### src/rtl/bcd_display_scanner_pkg.sv
// Shared constants and elaboration-time helpers for the BCD display scanner.
// Latency: n/a (constants and constant functions only).
// Backpressure: n/a.
// Contents: BCD_W nibble width, BCD_BLANK code, pow10() for the overflow
// limit, clog2_min1() for index/prescaler/counter widths.
package display_pkg;

   localparam int BCD_W = 4;
   localparam logic [BCD_W-1:0] BCD_BLANK = 4'hF;

   // 10^n as an unsigned 32-bit value; n <= 9 keeps it in range.
   function automatic int unsigned pow10(input int n);
      int unsigned r;
      r = 1;
      for (int i = 0; i < n; i++) begin
         r = r * 10;
      end
      return r;
   endfunction

   // Bits needed to hold 0..n-1, never less than 1 so single-entry
   // counters still get a legal vector.
   function automatic int clog2_min1(input int n);
      int r;
      r = 1;
      for (int i = 1; i < 31; i++) begin
         if ((1 << i) < n) r = i + 1;
      end
      return r;
   endfunction

endpackage

### src/rtl/bcd_display_scanner_if.sv
// Host-side bundle of the display scanner: load handshake plus display drive.
// Latency: n/a (wiring only).
// Backpressure: load is only honoured while busy=0; no queueing.
// master: host/bench drives value, load; observes busy, ovf, num, dig_sel.
// slave : scanner consumes value, load; drives busy, ovf, num, dig_sel.
interface bcd_display_scanner_if #(
   parameter int DIGITS = 4,
   parameter int WIDTH  = 14
);
   logic [WIDTH-1:0]  value;
   logic              load;
   logic              busy;
   logic              ovf;
   logic [3:0]        num;
   logic [DIGITS-1:0] dig_sel;

   modport master (
      output value, load,
      input  busy, ovf, num, dig_sel
   );

   modport slave (
      input  value, load,
      output busy, ovf, num, dig_sel
   );
endinterface

### src/rtl/bcd_display_scanner_bin2bcd.sv
// Sequential double-dabble binary-to-BCD converter, one bit per cycle.
// Latency: start sampled at edge 0, WIDTH iterations on edges 1..WIDTH, done on edge WIDTH+1.
// Backpressure: start ignored while busy=1; done is a single-cycle pulse with bcd valid.
// Ports: clk, rst_n (sync, active-low), start, bin[WIDTH], busy, done, bcd[DIGITS*4].
module bin2bcd_seq
   import display_pkg::*;
#(
   parameter int WIDTH  = 14,
   parameter int DIGITS = 4
) (
   input  logic                      clk,
   input  logic                      rst_n,
   input  logic                      start,
   input  logic [WIDTH-1:0]          bin,
   output logic                      busy,
   output logic                      done,
   output logic [DIGITS*BCD_W-1:0]   bcd
);

   // One guard nibble above the displayed digits absorbs carries out of
   // the top digit; overflowing values are replaced downstream anyway.
   localparam int NIB      = DIGITS + 1;
   localparam int BCD_BITS = NIB * BCD_W;
   localparam int CNT_W    = clog2_min1(WIDTH + 1);

   logic [BCD_BITS-1:0] bcd_q;
   logic [BCD_BITS-1:0] adj;
   logic [WIDTH-1:0]    bin_q;
   logic [CNT_W-1:0]    cnt_q;

   // Add 3 to every nibble >= 5 before the shift.
   always_comb begin
      adj = bcd_q;
      for (int i = 0; i < NIB; i++) begin
         if (bcd_q[i*BCD_W +: BCD_W] >= 4'd5) begin
            adj[i*BCD_W +: BCD_W] = bcd_q[i*BCD_W +: BCD_W] + 4'd3;
         end
      end
   end

   // Combinational so the parent commits in the same edge busy drops.
   assign done = busy && (cnt_q == CNT_W'(WIDTH));

   always_ff @(posedge clk) begin
      if (!rst_n) begin
         busy  <= 1'b0;
         cnt_q <= '0;
         bcd_q <= '0;
         bin_q <= '0;
      end else if (!busy) begin
         if (start) begin
            busy  <= 1'b1;
            cnt_q <= '0;
            bcd_q <= '0;
            bin_q <= bin;
         end
      end else if (done) begin
         busy <= 1'b0;
      end else begin
         bcd_q <= {adj[BCD_BITS-2:0], bin_q[WIDTH-1]};
         bin_q <= bin_q << 1;
         cnt_q <= cnt_q + 1'b1;
      end
   end

   assign bcd = bcd_q[DIGITS*BCD_W-1:0];

endmodule

### src/rtl/bcd_display_scanner.sv
// Binary-to-BCD display feeder: converts a loaded value and time-multiplexes its digits.
// Latency: load to busy low WIDTH+1 cycles; num/dig_sel registered one cycle after scan index.
// Backpressure: load ignored while busy=1 (no queueing); display keeps old digits until commit.
// Ports: clk, rst_n (sync, active-low), bus (slave modport: value, load, busy, ovf, num, dig_sel).
// Optional: define LEADING_ZERO_BLANK_EN to blank digits above the most significant nonzero digit.
module bcd_display_scanner
   import display_pkg::*;
#(
   parameter int DIGITS      = 4,
   parameter int WIDTH       = 14,
   parameter int REFRESH_DIV = 50000
) (
   input  logic                  clk,
   input  logic                  rst_n,
   bcd_display_scanner_if.slave  bus
);

   localparam int          IDX_W = clog2_min1(DIGITS);
   localparam int          PRE_W = clog2_min1(REFRESH_DIV);
   localparam int unsigned LIMIT = pow10(DIGITS) - 1;

   logic                    eng_start;
   logic                    eng_busy;
   logic                    eng_done;
   logic [DIGITS*BCD_W-1:0] eng_bcd;

   logic [DIGITS*BCD_W-1:0] digits_q;
   logic                    ovf_pend_q;
   logic                    ovf_q;
   logic [PRE_W-1:0]        pre_q;
   logic [IDX_W-1:0]        idx_q;
   logic [BCD_W-1:0]        num_q;
   logic [DIGITS-1:0]       sel_q;

   logic [BCD_W-1:0]        cur_dig;
   logic                    blank;
   logic [BCD_W-1:0]        nxt_num;
   logic [DIGITS-1:0]       nxt_sel;

   assign eng_start = bus.load && !eng_busy;

   bin2bcd_seq #(
      .WIDTH  (WIDTH),
      .DIGITS (DIGITS)
   ) u_engine (
      .clk   (clk),
      .rst_n (rst_n),
      .start (eng_start),
      .bin   (bus.value),
      .busy  (eng_busy),
      .done  (eng_done),
      .bcd   (eng_bcd)
   );

   // Overflow is judged on the sampled value, then held until commit so
   // digits and ovf flip together.
   always_ff @(posedge clk) begin
      if (!rst_n) begin
         ovf_pend_q <= 1'b0;
         ovf_q      <= 1'b0;
         digits_q   <= '0;
      end else begin
         if (eng_start) begin
            ovf_pend_q <= (32'(bus.value) > LIMIT);
         end
         if (eng_done) begin
            digits_q <= ovf_pend_q ? {DIGITS{BCD_BLANK}} : eng_bcd;
            ovf_q    <= ovf_pend_q;
         end
      end
   end

   // Scan slot timing: free-running prescaler, index advances on wrap.
   always_ff @(posedge clk) begin
      if (!rst_n) begin
         pre_q <= '0;
         idx_q <= '0;
      end else if (pre_q == PRE_W'(REFRESH_DIV - 1)) begin
         pre_q <= '0;
         idx_q <= (idx_q == IDX_W'(DIGITS - 1)) ? '0 : idx_q + 1'b1;
      end else begin
         pre_q <= pre_q + 1'b1;
      end
   end

   // Outputs are built from the registered index and digits, so a commit
   // landing on a wrap shows the new digit in the new slot straight away.
   always_comb begin
      cur_dig = digits_q[idx_q*BCD_W +: BCD_W];
`ifdef LEADING_ZERO_BLANK_EN
      begin : lzb
         logic [IDX_W-1:0] msd;
         msd = '0;
         for (int i = 1; i < DIGITS; i++) begin
            if (digits_q[i*BCD_W +: BCD_W] != '0) msd = IDX_W'(i);
         end
         // Digit 0 never exceeds msd, so zero still shows "0".
         blank = !ovf_q && (idx_q > msd);
      end
`else
      blank = 1'b0;
`endif
      nxt_num = blank ? BCD_BLANK : cur_dig;
      nxt_sel = blank ? '0 : (DIGITS'(1) << idx_q);
   end

   always_ff @(posedge clk) begin
      if (!rst_n) begin
         num_q <= '0;
         sel_q <= '0;
      end else begin
         num_q <= nxt_num;
         sel_q <= nxt_sel;
      end
   end

   assign bus.busy    = eng_busy;
   assign bus.ovf     = ovf_q;
   assign bus.num     = num_q;
   assign bus.dig_sel = sel_q;

endmodule

### src/flat_wrapper.sv
// flat-port wrapper written by rule: the top's interface ports become plain ports
module bcd_display_scanner_flat import display_pkg::*;
#(
   parameter int DIGITS      = 4,
   parameter int WIDTH       = 14,
   parameter int REFRESH_DIV = 50000
)
  (clk, rst_n, bus_value, bus_load, bus_busy, bus_ovf, bus_num, bus_dig_sel);
  bcd_display_scanner_if #(.DIGITS(DIGITS), .WIDTH(WIDTH)) bus_i ();
  input  logic clk;
  input  logic rst_n;
  input wire logic [$bits(bus_i.value)-1:0] bus_value;
  input wire logic [$bits(bus_i.load)-1:0] bus_load;
  output wire logic [$bits(bus_i.busy)-1:0] bus_busy;
  output wire logic [$bits(bus_i.ovf)-1:0] bus_ovf;
  output wire logic [$bits(bus_i.num)-1:0] bus_num;
  output wire logic [$bits(bus_i.dig_sel)-1:0] bus_dig_sel;
  assign bus_i.value = bus_value;
  assign bus_i.load = bus_load;
  assign bus_busy = bus_i.busy;
  assign bus_ovf = bus_i.ovf;
  assign bus_num = bus_i.num;
  assign bus_dig_sel = bus_i.dig_sel;
  bcd_display_scanner #(.DIGITS(DIGITS), .WIDTH(WIDTH), .REFRESH_DIV(REFRESH_DIV)) u_core (.clk(clk), .rst_n(rst_n), .bus(bus_i));
endmodule
### config.mk
export PLATFORM = sky130hd
export DESIGN_NAME = bcd_display_scanner_flat
export DESIGN_NICKNAME = d
export VERILOG_FILES = /design/src/rtl/bcd_display_scanner_pkg.sv /design/src/rtl/bcd_display_scanner_if.sv /design/src/rtl/bcd_display_scanner_bin2bcd.sv /design/src/rtl/bcd_display_scanner.sv /design/src/flat_wrapper.sv
export SDC_FILE = /design/constraint.sdc
export NUM_CORES = 1
export LEC_CHECK = 0
export ABC_AREA = 1
export BUFFER_PORTS_ARGS = -buffer_cell sky130_fd_sc_hd__buf_2
export CAP_MARGIN = 20
export CORE_MARGIN = 2
export CORE_UTILIZATION = 49
export DETAILED_ROUTE_END_ITERATION = 7
export PLACE_DENSITY = 0.63
export SLEW_MARGIN = 20
export SYNTH_ARGS = -nofsm -noshare
export SYNTH_HDL_FRONTEND = slang
export SYNTH_SLANG_ARGS = --single-unit
### constraint.sdc
create_clock -name clk -period 2.35 [get_ports clk]
set_input_delay 0.1175 -clock clk [delete_from_list [all_inputs] [get_ports clk]]
set_output_delay 0.1175 -clock clk [all_outputs]
set_load 0.01 [all_outputs]
; Yosys cells after proc, flatten, opt, wreduce, memory -nomap -nowiden
; Cells that the tools add are included.
[word_totals]
register_bits = 83
out_inout_bits = 10
wordCells = 57
[classes]
add_sub_neg = 8
order_cmp = 6
n_eq_ne = 4
shifts = 2
mux = 19
bitwise = 1
reduce_logical = 6
[ops]
columns = op, count
row1 = $mux W20, 3
row2 = $mux W14, 3
row3 = $mux W4, 7
row4 = $ge A4 B3 Y1 const B, 5
row5 = $add A16 B1 Y16 const B, 1
row6 = $add A4 B2 Y4 const B, 4
row7 = $eq A16 B16 Y1 const B, 1
row8 = $mux W16, 1
row9 = $shiftx A16 B5 Y4, 1
row10 = $gt A14 B14 Y1 const B, 1
row11 = $add A4 B1 Y4 const B, 1
row12 = $eq A4 B4 Y1 const B, 1
row13 = $shl A1 B2 Y4 const A, 1
row14 = $add A3 B2 Y3 const B, 1
row15 = $mux W1, 3
row16 = $mux W3, 1
row17 = $add A2 B1 Y2 const B, 1
row18 = $eq A2 B2 Y1 const B, 1
row19 = $logic_and A1 B1 Y1, 2
row20 = $mux W2, 1
row21 = $ne A2 B2 Y1 const B, 1
row22 = $reduce_and A2 Y1, 1
row23 = $reduce_bool A2 Y1, 1
row24 = $reduce_or A2 Y1, 1
row25 = other kinds (2), 2

; Depth between registers and ports, before layout
; Gate-level depths: netlist of run 1.
[logic_depth]
word_depth = 4
mapped_depth = 9

; Cells and area by module
; A second synthesis of run 1 with hierarchy kept.
[hier_totals]
hier_cells = 578
area_unflattened_um2 = 4030.1
[by_module_without_submodules]
columns = module, instances, cells_per_inst, area_each_um2, seq_area_each_um2
row1 = bcd_display_scanner, 1, 285, 2030.7, 880.8
row2 = bin2bcd_seq, 1, 293, 1999.4, 700.7

; Worst setup path after synthesis of run 1
; Ideal clock, no wire load.
[synth_path]
path_kind = reg2reg
from = reg u_core.u_engine.cnt_q[0]
to = reg u_core.u_engine.bcd_q[11]
setup_ns = 0.071
arrival_ns = 1.351
required_ns = 2.279
slack_ns = 0.929
stages_incl_launch_ff = 9
path_cell_list = dfxtp_1 -> inv_1 -> ha_1 -> nand3_4 -> nand2_2 -> inv_2 -> buf_2 -> nand3_1 -> a21oi_1
[synth_between]
elab_chain_cells = 4
[synth_rtl]
columns = element, line_no
row1 = from (decl), bcd_display_scanner_bin2bcd.sv:29  ; logic [CNT_W-1:0] cnt_q;
row2 = from (signal assigned), bcd_display_scanner_bin2bcd.sv:62  ; cnt_q <= cnt_q + 1'b1;
row3 = $eq A4 B4 Y1, bcd_display_scanner_bin2bcd.sv:42  ; assign done = busy && (cnt_q == CNT_W'(WIDTH));
row4 = $logic_and A1 B1 Y1, bcd_display_scanner_bin2bcd.sv:42
row5 = $ne A2 B2 Y1 (no source line), n/a
row6 = $reduce_and A2 Y1 (no source line), n/a
row7 = to (signal assigned), bcd_display_scanner_bin2bcd.sv:60  ; bcd_q <= {adj[BCD_BITS-2:0], bin_q[WIDTH-1]};
row8 = to (decl), bcd_display_scanner_bin2bcd.sv:26  ; logic [BCD_BITS-1:0] bcd_q;
; No other way between the ends.
; A chain may end at the register's enable or synchronous reset.

; Worst setup path after layout of run 1
[layout_path]
from = reg u_core.u_engine.busy
to = reg u_core.digits_q[5]
[layout_between]
elab_chain_cells = 1
[layout_rtl]
columns = element, line_no
row1 = from (decl), bcd_display_scanner_bin2bcd.sv:15  ; output logic busy,
row2 = from (signal assigned), bcd_display_scanner_bin2bcd.sv:46  ; busy <= 1'b0;
row3 = from (signal assigned), bcd_display_scanner_bin2bcd.sv:52  ; busy <= 1'b1;
row4 = from (signal assigned), bcd_display_scanner_bin2bcd.sv:58  ; busy <= 1'b0;
row5 = $logic_and A1 B1 Y1, bcd_display_scanner_bin2bcd.sv:42
row6 = to (signal assigned), bcd_display_scanner.sv:67  ; digits_q <= ovf_pend_q ? {DIGITS{BCD_BLANK}} : eng_bcd;
row7 = to (decl), bcd_display_scanner.sv:27  ; logic [DIGITS*BCD_W-1:0] digits_q;
; No other way between the ends.

==> flow_summary_export.csv, run 1 <==
group,metric,value,unit
synthesis,synth.area.mux_share,0,%
synthesis,syn-instance-count,520,
synthesis,yosys.area_share.adder,4.055,%
die,initial_utilization,50.77,%
cts,cts_tree,"built",
worst_setup_path,cp-start-kind,"flip-flop",
die,pin_count,27,
synthesis,synth_fp_nets,549,
synthesis,yosysSeqAreaShare,42.72,%
synthesis,yosys-top-cells-area,"dfxtp_1 (43%), nand2_1 (13%), nor2_1 (7.1%), a21oi_1 (5.8%), o21ai_0 (5.5%)",
run_status,status,"finished clean",
routing,antenna_left,0,
cts,cts_setup_buffers,0,
synthesis,synth_top_area_share,42.72,%
synthesis,yosysWarnings,0,
placed_design,place.gp.congestion,0.8111,
routing,wl,7643,um
synthesis,synthSimpleGateAreaFrac,31.40,%
worst_setup_path,critPathMaxFanout,23,
sta,tightest_slew,0.7744,ns
die,num_rows,31,
die,die_w,90.93,um
cts,numClockSinks,79,
synthesis,synth_area,0.003702,sq mm
global_routing,grt_pass1_wl,13180,um
routing,drc,0,
routing,firstDrtPassIters,4,
cts,cts_resized,0,
global_routing,grt-ovfl-total,0,
sta,finalClockSkew,0.009341,ns
cts,cts_root_buf,"clkbuf_8",
power_and_ir_drop,pwr_density_cell,638.7,mW/mm^2
sta,fin_crit_sh,77.66,%
cts,clk_pin_slew_worst_paths,0.08,ns
synthesis,synth.largest_area_cell,"dfxtp_1",
layout,nNetsFinal,574,
worst_setup_path,critPathArrivalTime,2.09,ns
power_and_ir_drop,p_leak,1.727,nW
layout,drive_above_1_share,11.45,%
cts,clock_latency,0.34,ns
global_routing,grt_pass1_vias,2964,
global_routing,antenna_found_initial,0,
routing,avgRoutedWirePerCell,11.78,um
sta,period_needed,1.825,ns
sta,final-setup-viol-count,0,
synthesis,synth_top_family_by_area,"simple AND/OR/NAND/NOR gates",
placed_design,dp_hpwl,5281,um
layout,utilization,56.07,%
cts,cts_buffer_depth,2,
sta,finalSetupTns,0,ns
die,die_h,90.93,um
sta,fmaxAchievable,548.0,MHz
worst_setup_path,r2r_setup_slack,0.53,ns
power_and_ir_drop,ir_drop,0.4116,mV
routing,routed_via_density,4.998,
layout,syn_to_final_growth,10.44,%
global_routing,grt_usage,19.46,%
synthesis,synth-compound-area-share,12.20,%
global_routing,grt_max_degree,36,
synthesis,ys_ff_latch,79,
synthesis,synth_cell_types,29,
die,dieArea,0.008267,sq mm
job,maxCapViolations,0,
worst_hold_path,hp-class,"in -> reg",
layout,diodes,0,
synthesis,synth-xor-area-share,1.419,%
sta,slew_violations,0,
routing,vias,3244,
sta,rsz0062_at_grt,"no",
cts,cts_hold_buffers,0,
die,core_area,0.007292,sq mm
worst_setup_path,worstSetupPathType,"reg -> reg",
cts,ctsHtreeMaxLevel,3,
worst_setup_path,required,2.62,ns
sta,hold_viol_final,0,
sta,slew_headroom,48.30,%
worst_setup_path,crit_path_end_kind,"flip-flop",
layout,final_cell_mix,"nand2_1 (128), dfxtp_1 (79), nor2_1 (70), inv_1 (48), a21oi_1 (43)",
routing,first_iter_violations,194,
synthesis,syn_area_per_cell,7.120,sq um
cts,numCtsBuffers,9,
layout,layout_commonest_cell,"nand2_1",
placed_design,io_buffers,26,
stage by stage:
| step | cells | hold slack [ns] | power [W] | setup slack [ns] | instance area (sq um) |
|---|---|---|---|---|---|
| 6_report | 649 | 0.04244 | 0.002612 | 0.5251 | 4089 |
| 4_1_cts | 649 | 0.02748 | 0.002646 | 0.5055 | 4089 |
| 5_1_grt | 649 | 0.04189 | 0.002739 | 0.3033 | 4089 |
| 2_1_floorplan | 520 | 0.2649 | 0.001572 | 0.9290 | 3702 |
| 3_5_place_dp | 633 | 0.4080 | 0.001617 | 0.5524 | 3881 |
| 3_3_place_gp | 633 | 0.3942 | 0.001614 | 0.5808 | 3881 |
where the power goes:
group          internal, W  switching, W
Sequential         0.00137     0.0000294
Clock             0.000547      0.000481
Combinational    0.0000622      0.000118
synthesized netlist by cell type, drive strengths merged:
cell / n
o21ai: 42
nand4: 16
inv: 51
nor2: 74
nor4: 1
buf: 11
nand3b: 1
nor3: 4
or2: 3
dfxtp: 79
xnor2: 4
xor2: 2
ha: 12
nand3: 38
a21oi: 43
clkbuf: 6
a22oi: 3
nand2: 130
worst max-delay path, stage by stage, from the launching register on:
cell and delay (ns):
dfxtp_1 0.83, inv_2 0.28, nor2_4 0.36, o21ai_0 0.12
a21oi_1 0.15
per-layer routing:
layer  global-route usage [%]  wire, um  up-vias
met2                    30.80      3330       55
met5                        0         0        -
li1                         -         -     1731
met1                    26.33      3971     1454
met3                    5.259       286        4
met4                    4.924        53        0
final cells by class:
type                       instances  area (sq um)
fill                             734          3203
clock buffer                      11         151.4
timing repair buffer              31         167.7
sequential                        79          1582
clock inverter                     5         56.30
multi-input combinational        373          1817
inverter                          51         191.4
tap                               99         123.9
registers in the layout, summed over array words and instances, names as in the netlist, 2 cells and up:
signal	count
u_core.bus.dig_sel	4
u_core.u_engine.cnt_q	4
u_core.bus.num	4
u_core.idx_q	2
u_core.pre_q	16
u_core.u_engine.bcd_q	16
u_core.digits_q	16
u_core.u_engine.bin_q	14
cells by family after synthesis:
kind of cell             count (synthesis)
AO/OA/AOI/OAI                           88
XOR/XNOR                                 6
flip-flops                              79
adder cells (fa/ha/maj)                 12
buffers and inverters                   68
AND/OR/NAND/NOR                        267
path summary, 6_finish.rpt:
check | from | cells after the start | endpoint
worst min register to register | u_core.u_engine.bcd_q[15] | 2 | u_core.u_engine.bcd_q[15]
worst min-delay path | bus_value[0] | 3 | u_core.u_engine.bin_q[0]
worst max-delay path | u_core.u_engine.busy | 4 | u_core.digits_q[5]
worst max register to register | u_core.u_engine.busy | 4 | u_core.digits_q[5]
Power figures use the tool's default switching activity.
==> run 2, diff against run 1 <==
==> constraint.sdc (replaced) <==
create_clock -name clk -period 1.7 [get_ports clk]
set_input_delay 0.085 -clock clk [delete_from_list [all_inputs] [get_ports clk]]
set_output_delay 0.085 -clock clk [all_outputs]
set_load 0.01 [all_outputs]
==> flow_summary_export.csv, run 2 (synthesis gave the netlist of run 1 again) <==
group,metric,value,unit
cts,clk_pin_slew_worst_paths,0.09,ns
cts,numClockSinks,79,
power_and_ir_drop,ir_drop,0.5139,mV
worst_setup_path,r2r_setup_slack,0.16,ns
placed_design,place.gp.congestion,0.7977,
routing,antenna_left,0,
sta,tightest_slew,0.5768,ns
power_and_ir_drop,power.switching,0.0009433,W
global_routing,grt_max_degree,22,
placed_design,dp.cells,636,
routing,routed_via_density,5.098,
sta,slew_headroom,61.25,%
sta,fmaxAchievable,649.5,MHz
power_and_ir_drop,combPwrFrac,7.8,%
sta,final-setup-viol-count,0,
global_routing,grt_pass1_wl,13570,um
sta,hold_viol_final,0,
routing,firstDrtPassIters,5,
die,pin_count,27,
placed_design,dp_hpwl,5361,um
worst_setup_path,r2r_start,"u_core.u_engine.busy",
cts,cts_setup_buffers,0,
routing,avgRoutedWirePerCell,11.90,um
layout,nFillCells,732,
job,maxCapViolations,0,
worst_setup_path,cp-start-kind,"flip-flop",
die,core_area,0.007292,sq mm
layout,nNetsFinal,578,
global_routing,grt_usage,20.08,%
worst_setup_path,required,1.99,ns
cts,clock_latency,0.35,ns
worst_setup_path,rr_worst_depth,4,
cts,cts_tree,"built",
layout,syn_to_final_growth,11.25,%
power_and_ir_drop,pwr_density_cell,846.9,mW/mm^2
layout,diodes,0,
power_and_ir_drop,power.internal,0.002545,W
cts,cts_buffer_depth,2,
cts,cts_root_buf,"clkbuf_8",
worst_setup_path,worstSetupPathType,"reg -> reg",
layout,seqCellArea,0.001583,sq mm
worst_setup_path,crit_path_end_kind,"flip-flop",
layout,drive_above_1_share,12.09,%
layout,final_cell_mix,"nand2_1 (128), dfxtp_1 (78), nor2_1 (70), inv_1 (48), a21oi_1 (43)",
die,dieArea,0.008267,sq mm
global_routing,antenna_found_initial,0,
routing,vias,3329,
worst_setup_path,crit_path_top_delay_cell,"dfxtp_1",
worst_setup_path,critical-path-top-delay-family,"flip-flops",
worst_setup_path,critPathMaxFanout,17,
power_and_ir_drop,p_leak,1.733,nW
routing,first_iter_violations,188,
power_and_ir_drop,pwr-share-seq,55.5,%
worst_setup_path,critPathArrivalTime,1.83,ns
worst_setup_path,worstSetupPathDepth,4,
global_routing,grt-ovfl-total,0,
sta,finalSetupTns,0,ns
placed_design,io_buffers,26,
sta,rsz0062_at_grt,"no",
worst_hold_path,hp-class,"in -> reg",
sta,finalClockSkew,0.009281,ns
worst_setup_path,critPathCapture,"u_core.digits_q[3]",
die,die_w,90.93,um
die,num_rows,31,
power_and_ir_drop,power_frac_clock,36.7,%
run_status,status,"finished clean",
power_and_ir_drop,sw_frac_of_total,27.04,%
worst_setup_path,startpoint,"u_core.u_engine.busy",
routing,drc,0,
worst_setup_path,path_buf_inv,1,
cts,ctsHtreeMaxLevel,3,
sta,fin_crit_sh,90.57,%
worst_setup_path,path_cells,"inv_2 -> nor2_4 -> o21ai_0 -> a21oi_1",
sta,slew_violations,0,
die,die_h,90.93,um
routing,wl,7771,um
sta,period_needed,1.540,ns
worst_setup_path,rr_endpoint,"u_core.digits_q[3]",
layout,multi_input_area,0.001829,sq mm
layout,layout_commonest_cell,"nand2_1",
die,initial_utilization,50.77,%
global_routing,grt_pass1_vias,2964,
layout,stdcell_count,653,
worst_setup_path,cp_slowest_stage_delay,0.60,ns
cts,numCtsBuffers,9,
layout,largest_registers,"u_core.digits_q x16, u_core.pre_q x16, u_core.u_engine.bcd_q x16",
## run 2: layer usage
metal	up-vias	part of all wire (%)	track usage, %
li1	1745	-	-
met1	1502	52	28.36
met2	75	42	30.06
met3	7	4.4	5.259
met4	0	1.1	6.061
met5	-	0	0
## run 2: stage by stage
stage               utilization, %  hold WS, ns  setup WS [ns]  total power [W]  cell area [sq um]
CTS                          56.30      0.04250         0.1263         0.003531               4105
detailed placement           53.71       0.3562         0.1533         0.002248               3916
finish                       56.49      0.04452         0.1604         0.003488               4119
global placement             53.71       0.3483         0.1818         0.002244               3916
floorplan                        -       0.2324         0.2790         0.002173               3702
global route                 56.49      0.05749        0.01192         0.003672               4119
## run 2: worst reg2reg max path, delay by kind of cell, from the launching register on
family / cells / cell delay [ns]
buffers and inverters: 1 / 0.23
AOI/OAI and AO/OA: 2 / 0.28
and+or+nand+nor: 1 / 0.37
DFF: 1 / 0.60
## run 2: timing repair
item | 4_1_cts | 5_1_grt
hold buffers | 1 | 0
endpoints found under the hold margin | 1 | 0
endpoints found under the setup margin | 0 | 17
gates resized for setup | 0 | 3
## run 2: worst min-delay path by stage
stage	from	to	slack, ns	cells after the start
2_1_floorplan	bus_value[0]	u_core.u_engine.bin_q[0]	0.23	2
6_report	bus_value[11]	u_core.ovf_pend_q	0.04	5
5_1_grt	bus_value[8]	u_core.u_engine.bin_q[8]	0.06	5
3_5_place_dp	bus_value[0]	u_core.u_engine.bin_q[0]	0.36	3
3_3_place_gp	bus_value[0]	u_core.u_engine.bin_q[0]	0.35	3
4_1_cts	bus_value[12]	u_core.ovf_pend_q	0.04	5
## run 2: final cells by class
cell class | count | area share, %
Clock buffer | 9 | 3.007
Inverter | 51 | 4.648
Clock inverter | 7 | 1.337
Multi-Input combinational cell | 373 | 44.41
Sequential cell | 79 | 38.43
Tap cell | 99 | 3.007
Timing Repair Buffer | 35 | 5.164
## run 2: power groups by stage
stage | registers, W | logic, W | clock network, W
after floorplan | 0.00197 | 0.000204 | 0
after global placement | 0.00198 | 0.000268 | 0
after detailed placement | 0.00198 | 0.000271 | 0
after CTS | 0.00193 | 0.000274 | 0.00132
after global routing | 0.00194 | 0.000313 | 0.00142
final | 0.00194 | 0.000274 | 0.00128
